**config.mk**
```make
export PLATFORM = sky130hd
export DESIGN_NAME = mb_rtu_frame_timer
export DESIGN_NICKNAME = d
export VERILOG_FILES = /design/src/rtl/mb_rtu_pkg.sv /design/src/rtl/mb_rtu_frame_timer_gap_cnt.sv /design/src/rtl/mb_rtu_frame_timer.sv
export SDC_FILE = /design/constraint.sdc
export NUM_CORES = 1
export LEC_CHECK = 0
export CAP_MARGIN = 40
export CORE_AREA = 2 2 88 90
export CTS_BUF_LIST = sky130_fd_sc_hd__clkbuf_4 sky130_fd_sc_hd__clkbuf_8
export DETAILED_ROUTE_END_ITERATION = 8
export DIE_AREA = 0 0 90 92
export PLACE_DENSITY = 0.51
export SETUP_SLACK_MARGIN = 0.3
export SLEW_MARGIN = 30
export SYNTH_ARGS = -nofsm -noshare
export SYNTH_HDL_FRONTEND = slang
export SYNTH_SLANG_ARGS = --single-unit
```
**constraint.sdc**
```tcl
create_clock -name clk -period 2.42 [get_ports clk]
set_clock_uncertainty 0.05 [all_clocks]
set_input_delay 0.605 -clock clk [delete_from_list [all_inputs] [get_ports clk]]
set_output_delay 0.605 -clock clk [all_outputs]
set_load 0.005 [all_outputs]
```
**src/rtl/mb_rtu_pkg.sv**
```systemverilog
// Shared Modbus RTU timing definitions: FSM state encoding and the
// t1.5 / t3.5 silence limits converted to clock cycles.
package mb_rtu_pkg;

  typedef enum logic [1:0] {
    IDLE  = 2'd0,
    GAP15 = 2'd1,
    GAP35 = 2'd2,
    RECV  = 2'd3
  } state_t;

  // Fixed Modbus silences used above 19200 baud; the TX-side
  // inter-frame delay uses the same figures.
  localparam int T15_US          = 750;
  localparam int T35_US          = 1750;
  localparam int FIXED_ABOVE_DEF = 19200;

  function automatic int t15_cycles(input int clk, input int baud, input int bits,
                                    input int fixed_above = FIXED_ABOVE_DEF);
    int bit_cyc;
    bit_cyc = clk / baud;
    if (baud <= fixed_above) return (15 * bits * bit_cyc) / 10;
    else                     return ((clk / 1000) * T15_US) / 1000;
  endfunction

  function automatic int t35_cycles(input int clk, input int baud, input int bits,
                                    input int fixed_above = FIXED_ABOVE_DEF);
    int bit_cyc;
    bit_cyc = clk / baud;
    if (baud <= fixed_above) return (35 * bits * bit_cyc) / 10;
    else                     return ((clk / 1000) * T35_US) / 1000;
  endfunction

endpackage

```
**src/rtl/mb_rtu_frame_timer_gap_cnt.sv**
```systemverilog
// Inter-character silence counter. hit15/hit35 flag the last cycle of the
// t1.5 / t3.5 windows so the FSM can act on the following edge.
module mb_gap_cnt #(
  parameter int CNT_W   = 20,
  parameter int T15_CYC = 1650,
  parameter int T35_CYC = 3850
) (
  input  logic clk,
  input  logic rst,
  input  logic clr,
  input  logic en,
  output logic hit15,
  output logic hit35
);

  logic [CNT_W-1:0] cnt;

  // Count silence cycles; clear wins over enable.
  always_ff @(posedge clk or posedge rst) begin
    if (rst)       cnt <= '0;
    else if (clr)  cnt <= '0;
    else if (en)   cnt <= cnt + CNT_W'(1);
  end

  assign hit15 = (cnt == CNT_W'(T15_CYC - 1));
  assign hit35 = (cnt == CNT_W'(T35_CYC - 1));

endmodule

```
**src/rtl/mb_rtu_frame_timer.sv**
```systemverilog
// Modbus RTU receive frame delimiter: watches silence between received
// bytes, emits frame start/end strobes, flags t1.5 violations and reports
// the saturating byte count of each frame.
//
// state | meaning
// IDLE  | line silent, no frame in progress
// GAP15 | after a byte, silence shorter than t1.5
// GAP35 | silence past t1.5; a new character now is a gap error
// RECV  | a character is being received inside the frame
module mb_rtu_frame_timer
  import mb_rtu_pkg::*;
#(
  parameter int CLK_FREQ    = 50000000,
  parameter int BAUD_RATE   = 9600,
  parameter int CHAR_BITS   = 11,
  parameter int FIXED_ABOVE = 19200,
  parameter int CNT_W       = 20,
  parameter int LEN_W       = 9
) (
  input  logic             clk,
  input  logic             rst,
  input  logic             clr,
  input  logic             rx_busy,
  input  logic             rx_done,
  output logic             frame_start,
  output logic             frame_end,
  output logic             frame_ok,
  output logic [LEN_W-1:0] frame_len,
  output logic             gap_err,
  output logic             line_idle
);

  localparam int T15_CYC = t15_cycles(CLK_FREQ, BAUD_RATE, CHAR_BITS, FIXED_ABOVE);
  localparam int T35_CYC = t35_cycles(CLK_FREQ, BAUD_RATE, CHAR_BITS, FIXED_ABOVE);

  state_t           state, state_nxt;
  logic [LEN_W-1:0] byte_cnt, byte_nxt, byte_inc;
  logic             err, err_nxt;
  logic             cnt_clr, cnt_en;
  logic             hit15, hit35;
  logic             start_nxt, end_nxt, gerr_nxt;

  mb_gap_cnt #(
    .CNT_W  (CNT_W),
    .T15_CYC(T15_CYC),
    .T35_CYC(T35_CYC)
  ) u_gap_cnt (
    .clk  (clk),
    .rst  (rst),
    .clr  (cnt_clr),
    .en   (cnt_en),
    .hit15(hit15),
    .hit35(hit35)
  );

  // Byte count saturates instead of wrapping.
  assign byte_inc = (byte_cnt == '1) ? byte_cnt : byte_cnt + LEN_W'(1);

  // State, byte counter and violation flag.
  always_ff @(posedge clk or posedge rst) begin
    if (rst) begin
      state    <= IDLE;
      byte_cnt <= '0;
      err      <= 1'b0;
    end else begin
      state    <= state_nxt;
      byte_cnt <= byte_nxt;
      err      <= err_nxt;
    end
  end

  // Next-state decode; rx_done beats rx_busy, rx_busy beats counter expiry.
  always_comb begin
    state_nxt = state;
    byte_nxt  = byte_cnt;
    err_nxt   = err;
    cnt_clr   = 1'b0;
    cnt_en    = 1'b0;
    start_nxt = 1'b0;
    end_nxt   = 1'b0;
    gerr_nxt  = 1'b0;
    if (clr) begin
      state_nxt = IDLE;
      byte_nxt  = '0;
      err_nxt   = 1'b0;
      cnt_clr   = 1'b1;
    end else begin
      case (state)
        IDLE: begin
          cnt_clr = 1'b1;
          if (rx_done) begin
            start_nxt = 1'b1;
            byte_nxt  = LEN_W'(1);
            err_nxt   = 1'b0;
            state_nxt = GAP15;
          end
        end
        GAP15: begin
          if (rx_done) begin
            // Receiver skipped rx_busy: treat as a completed character.
            byte_nxt  = byte_inc;
            cnt_clr   = 1'b1;
            state_nxt = GAP15;
          end else if (rx_busy) begin
            state_nxt = RECV;
          end else begin
            cnt_en = 1'b1;
            if (hit15) state_nxt = GAP35;
          end
        end
        GAP35: begin
          if (rx_done) begin
            byte_nxt  = byte_inc;
            cnt_clr   = 1'b1;
            gerr_nxt  = 1'b1;
            err_nxt   = 1'b1;
            state_nxt = GAP15;
          end else if (rx_busy) begin
            gerr_nxt  = 1'b1;
            err_nxt   = 1'b1;
            state_nxt = RECV;
          end else if (hit35) begin
            end_nxt   = 1'b1;
            cnt_clr   = 1'b1;
            state_nxt = IDLE;
          end else begin
            cnt_en = 1'b1;
          end
        end
        RECV: begin
          if (rx_done) begin
            byte_nxt  = byte_inc;
            cnt_clr   = 1'b1;
            state_nxt = GAP15;
          end
        end
        default: begin
          state_nxt = IDLE;
          cnt_clr   = 1'b1;
        end
      endcase
    end
  end

  // Registered outputs; frame_ok/frame_len update only on frame completion.
  always_ff @(posedge clk or posedge rst) begin
    if (rst) begin
      frame_start <= 1'b0;
      frame_end   <= 1'b0;
      gap_err     <= 1'b0;
      frame_ok    <= 1'b0;
      frame_len   <= '0;
      line_idle   <= 1'b1;
    end else begin
      frame_start <= start_nxt;
      frame_end   <= end_nxt;
      gap_err     <= gerr_nxt;
      line_idle   <= (state_nxt == IDLE);
      if (end_nxt) begin
        frame_ok  <= ~err;
        frame_len <= byte_cnt;
      end
    end
  end

endmodule

```
Word-level counts from Yosys, hierarchy flattened:

Cells that the tools add are included.

* $add $sub $neg: 2
* equal/unequal tests: 10
* multiplexer cells: 43
* bitwise operators: 1
* reductions and logical operators: 9

Operators by type and width (number)
* 2-to-1 mux 20 bit: 2
* 2-to-1 mux 9 bit: 4
* 2-to-1 mux 1 bit: 24
* adder 20 x 1 -> 20 bit (second input constant): 1
* equality test 20 x 17 -> 1 bit (second input constant): 1
* equality test 20 x 18 -> 1 bit (second input constant): 1
* one-hot mux 9 bit (2 select lines): 1
* 2-to-1 mux 2 bit: 8
* adder 9 x 1 -> 9 bit (second input constant): 1
* equality test 9 bit (second input constant): 1
* inequality test 3 bit (second input constant): 2
* one-hot mux 2 bit (3 select lines): 1
* AND reduction 3 bit: 2
* equality test 2 bit (second input constant): 2
* logical NOT 2 bit: 2
* inequality test 4 bit (second input constant): 1
* one-hot mux 1 bit (2 select lines): 2
* OR reduction 2 bit: 2
* inequality test 3 x 1 -> 1 bit (second input constant): 1
* one-hot mux 1 bit (3 select lines): 1
* nonzero test 3 bit: 1
* OR reduction 3 bit: 1
* equality test 2 x 1 -> 1 bit (second input constant): 1
* nonzero test 2 bit: 1
* inverter 1 bit: 1

* flip-flop bits (word level): 46
* input bits: 5
* output and inout bits: 14
* logic and storage cells: 75

Depth between registers and ports, before layout:

* word-level depth: 8
* depth in mapped cells: 9
* depth with buffers taken out: 9

Hierarchy:

Synthesis repeated with hierarchy kept, for this count alone.

* cell total of the unflattened synthesis: 243
* area, all modules: 2424.8 sq um

Modules (own cells, without submodules)
* mb_rtu_frame_timer: instances 1, cells an instance 123, area each 1308.8 sq um
* mb_gap_cnt: instances 1, cells an instance 120, area each 1116.1 sq um

Least setup slack after synthesis:

OpenSTA, ideal clock, no wires.

* path kind: reg2reg
* start point: register byte_cnt[0]
* end point: register byte_cnt[4]
* library setup time: 0.122 ns
* arrival time: 1.901 ns
* data required time: 2.248 ns
* path slack: 0.347 ns
* cell stages (with the launch flop): 10
* period minus slack after synthesis: 2.073 ns
* cells stage by stage: dfrtp_1 -> ha_1 -> and3_1 -> and3_1 -> ha_1 -> nor2b_1 -> a21oi_1 -> o2111ai_1 -> xor2_1 -> nor2_1

* word-level cells in the longest chain between the ends: 5
* elaborated cells between the ends (all ways): 8
* classes of those cells: add/sub: 1; eq/ne: 2; mux: 4; reduce/logical: 1

RTL lines
* start, declared: RTL line mb_rtu_frame_timer.sv:37 `logic [LEN_W-1:0] byte_cnt, byte_nxt, byte_inc;`
* start signal, assigned: RTL line mb_rtu_frame_timer.sv:67 `byte_cnt <= byte_nxt;`
* adder 9 x 1 -> 9 bit: RTL line mb_rtu_frame_timer.sv:57 `assign byte_inc = (byte_cnt == '1) ? byte_cnt : byte_cnt + LEN_W'(1);`
* 2-to-1 mux 9 bit: RTL line mb_rtu_frame_timer.sv:57
* 2-to-1 mux 9 bit: RTL line mb_rtu_frame_timer.sv:99, mb_rtu_frame_timer.sv:112, mb_rtu_frame_timer.sv:131
* one-hot mux 9 bit (2 select lines): RTL line mb_rtu_frame_timer.sv:88 `case (state)`
* 2-to-1 mux 9 bit: RTL line mb_rtu_frame_timer.sv:82 `if (clr) begin`

Parallel ways exist; a longest one is shown, timed or not. The select of a mux whose other input is x is not followed.
A chain may end at the register's enable or synchronous reset.

Worst setup path in the final report:

* start point: register byte_cnt[3]
* end point: register byte_cnt[7]

The elaborated chain is that of the path after synthesis.

==> results.sh <==
export IMPL_syn_nets=253
export IMPL_synthFlopType="dfrtp_1"
export IMPL_final_setup_viol_count=0
export IMPL_rsz0062_at_grt="true"
export IMPL_row_count=32
export IMPL_dp_hpwl_um=3880
export IMPL_clockBufferDepth=2
export IMPL_post_place_ws_ns=0.0276
export IMPL_drive_gt1_share_pct=25.3
export IMPL_drt_pass1_iter_count=4
export IMPL_num_io_pins=19
export IMPL_p_leak_nw=1.43
export IMPL_synth_edff_count=0
export IMPL_cts_htree_levels=2
export IMPL_ys_types=49
export IMPL_fin_crit_sh_pct=85.1
export IMPL_route_vias_total=1906
export IMPL_cts_reportedPaths_clkPinSlew_ns=0.09
export IMPL_worstPathArrival_ns=2.24
export IMPL_grt_antenna_before_repair=0
export IMPL_insertedDiodeCount=0
export IMPL_cp_max_fo=8
export IMPL_place_inst=372
export IMPL_syn_area_um2=2470
export IMPL_hold_path_class="reg -> reg"
export IMPL_max_freq_mhz=485
export IMPL_outcome="complete, no violations"
export IMPL_wl_um=5490
export IMPL_numCtsBuffers=5
export IMPL_worst_pin_slew_ns=0.454
export IMPL_async_flop_share_pct=100
export IMPL_grt_pass1_vias=1852
export IMPL_finalWorstSetupSlack_ns=0.360
export IMPL_worstPathRequired_ns=2.60
export IMPL_r2r_slack_ns=0.36
export IMPL_core_um2=7450
export IMPL_viasPerCell=4.89
export IMPL_synth_top_area_cell="dfrtp_1"
export IMPL_portBuffers=18
export IMPL_hold_viol_final=0
export IMPL_clk_latency_ns=0.30
export IMPL_crit_path_start_kind="register"
export IMPL_avgRoutedWirePerCell_um=14.1
export IMPL_min_period_ns=2.06
export IMPL_synth_commonest_cells="45 x dfrtp_1, 34 x nor2_1, 22 x nand2_1"
export IMPL_grt_start_max_net_pins=21
export IMPL_grt_pass1_wl_um=9180
export IMPL_tns_ns=0
export IMPL_yosys_warnings=0
export IMPL_ys_top_cells_by_area="dfrtp_1 46%, xor2_1 5.7%, nor2_1 5.2%"
export IMPL_detail_route_antenna_nets=0
export IMPL_remaining_drc_errors=0
export IMPL_yosysSeqAreaShare_pct=46.6
export IMPL_die_h_um=92
export IMPL_track_usage_pct=13.8
export IMPL_finalMaxSlewViolations=0
export IMPL_cts_sinks=46
export IMPL_cts_tree="built"
export IMPL_nets=300
export IMPL_synth_most_common_cell="dfrtp_1"
export IMPL_syn_inst=240
export IMPL_start_util_pct=33.2
export IMPL_cts_root_buffer="clkbuf_8"
export IMPL_netlist_area_leader_share_pct=45.6
export IMPL_ys_seq_elements=46
export IMPL_first_iter_violations=120
export IMPL_hold_slack_ns=0.428
export IMPL_area_delta_synth_final_pct=30.8
export IMPL_slew_headroom_pct=69.5
export IMPL_die_w_um=90
export IMPL_place_gp_congestion=0.793
export IMPL_die_area_um2=8280
export IMPL_max_cap_viol_count=0
export IMPL_totalPowerFinal_mw=1.64
export IMPL_postSynthAreaPerCell_um2=10.3
export IMPL_worst_setup_path_end_kind="register"
export IMPL_overflow=0
export IMPL_ir_drop_mv=0.228
export IMPL_final_cells=390
export IMPL_powerDensity_nw_per_um2=507
export IMPL_crit_type="reg -> reg"
==> power by group <==
| part | total, mW | internal [mW] | switching [mW] |
|---|---|---|---|
| clock | 0.592 | 0.320 | 0.272 |
| sequential | 0.799 | 0.786 | 0.0131 |
| combinational | 0.249 | 0.119 | 0.130 |
| total | 1.64 | 1.22 | 0.415 |
==> per-layer routing <==
| layer | vias up | GRT usage, % | part of all wire, % |
|---|---|---|---|
| li1 | 959 | - | - |
| met4 | 0 | 4.36 | 1.1 |
| met1 | 914 | 17.7 | 47 |
| met3 | 6 | 2.96 | 2.8 |
| met2 | 27 | 23.2 | 49 |
| met5 | - | 0 | 0 |
==> worst max-delay path, stage by stage (launching register included) <==
cell and delay (ns):
dfrtp_1 0.44, and3_4 0.21, and3_4 0.17, and3_4 0.18
ha_4 0.16, nor2b_4 0.12, a21oi_2 0.11, buf_6 0.15
o2111ai_4 0.13, xor2_1 0.18, nor2_1 0.10
==> flip-flops by register name, indices dropped and copies added, names as in the netlist <==
register       cells
byte_cnt           9
err                1
frame_end          1
frame_len          9
frame_ok           1
frame_start        1
gap_err            1
line_idle          1
state              2
u_gap_cnt.cnt     20
==> cell families after synthesis <==
family	after synthesis	share of synthesized area [%]
flops	46	46.6
xor+xnor	19	6.73
buf+inv	14	2.89
fa+ha+maj	8	4.05
compound gates	35	11.7
simple gates	110	24.4
mux	8	3.65
==> what timing repair did <==
| item | in CTS | in global routing |
|---|---|---|
| setup buffers | 3 | 7 |
| hold endpoints to repair | 0 | 0 |
| hold buffers | 0 | 0 |
| endpoints found under the setup margin | 14 | 26 |
| pin swaps | 2 | 6 |
| cloned | 0 | 0 |
| resized for setup | 4 | 25 |
==> final timing paths <==
| check | start | endpoint | cells past startpoint |
|---|---|---|---|
| worst max-delay path | byte_cnt[3] | byte_cnt[7] | 10 |
| worst min-delay path | err | frame_ok | 1 |
| worst max register to register | byte_cnt[3] | byte_cnt[7] | 10 |
| worst min register to register | err | frame_ok | 1 |
| max in group asynchronous | rst | byte_cnt[0] | 3 |
| min in group asynchronous | rst | frame_len[7] | 2 |
==> layout make-up <==
type	instances	area, µm²
Multi-Input combinational cell	180	1370
Sequential cell	46	1150
Clock inverter	2	37.5
Timing Repair Buffer	48	437
Clock buffer	6	76.3
Tap cell	102	128
Inverter	6	25.0
Fill cell	762	4220
==> cell usage in the layout, fill, tap and decap left out, types with 2 or more instances in the layout <==
cell type | synthesis | final
and3_1 | 11 | 8
nand2_1 | 22 | 22
nor3_1 | 4 | 4
nand2b_1 | 2 | 2
o21ai_0 | 8 | 7
nand4_1 | 12 | 12
buf_4 | 0 | 27
and4_4 | 2 | 2
inv_1 | 6 | 3
ha_1 | 8 | 2
and3_4 | 0 | 3
or2_2 | 2 | 2
mux2_1 | 6 | 6
a211o_1 | 2 | 2
nor2_1 | 34 | 34
ha_4 | 0 | 4
clkdlybuf4s50_1 | 0 | 17
buf_12 | 0 | 2
nand3_1 | 6 | 6
and4_1 | 2 | 2
inv_2 | 0 | 2
nor4_4 | 2 | 3
a221o_1 | 4 | 4
a22o_1 | 4 | 4
xor2_1 | 16 | 16
a311oi_1 | 2 | 2
dfrtp_2 | 0 | 2
ha_2 | 0 | 2
o2111ai_1 | 3 | 2
nor2b_4 | 0 | 2
clkbuf_8 | 0 | 5
xnor2_1 | 3 | 3
mux2_2 | 2 | 2
dfrtp_1 | 45 | 43
==> through the flow <==
stage / cell area (µm²) / utilization, %
after detailed placement: 2910 / 39.0
after floorplan: 2470 / -
after global placement: 2910 / 39.0
final: 3230 / 43.4
after CTS: 3060 / 41.1
after global routing: 3230 / 43.4
No activity file was read; power rests on OpenSTA's default activity.
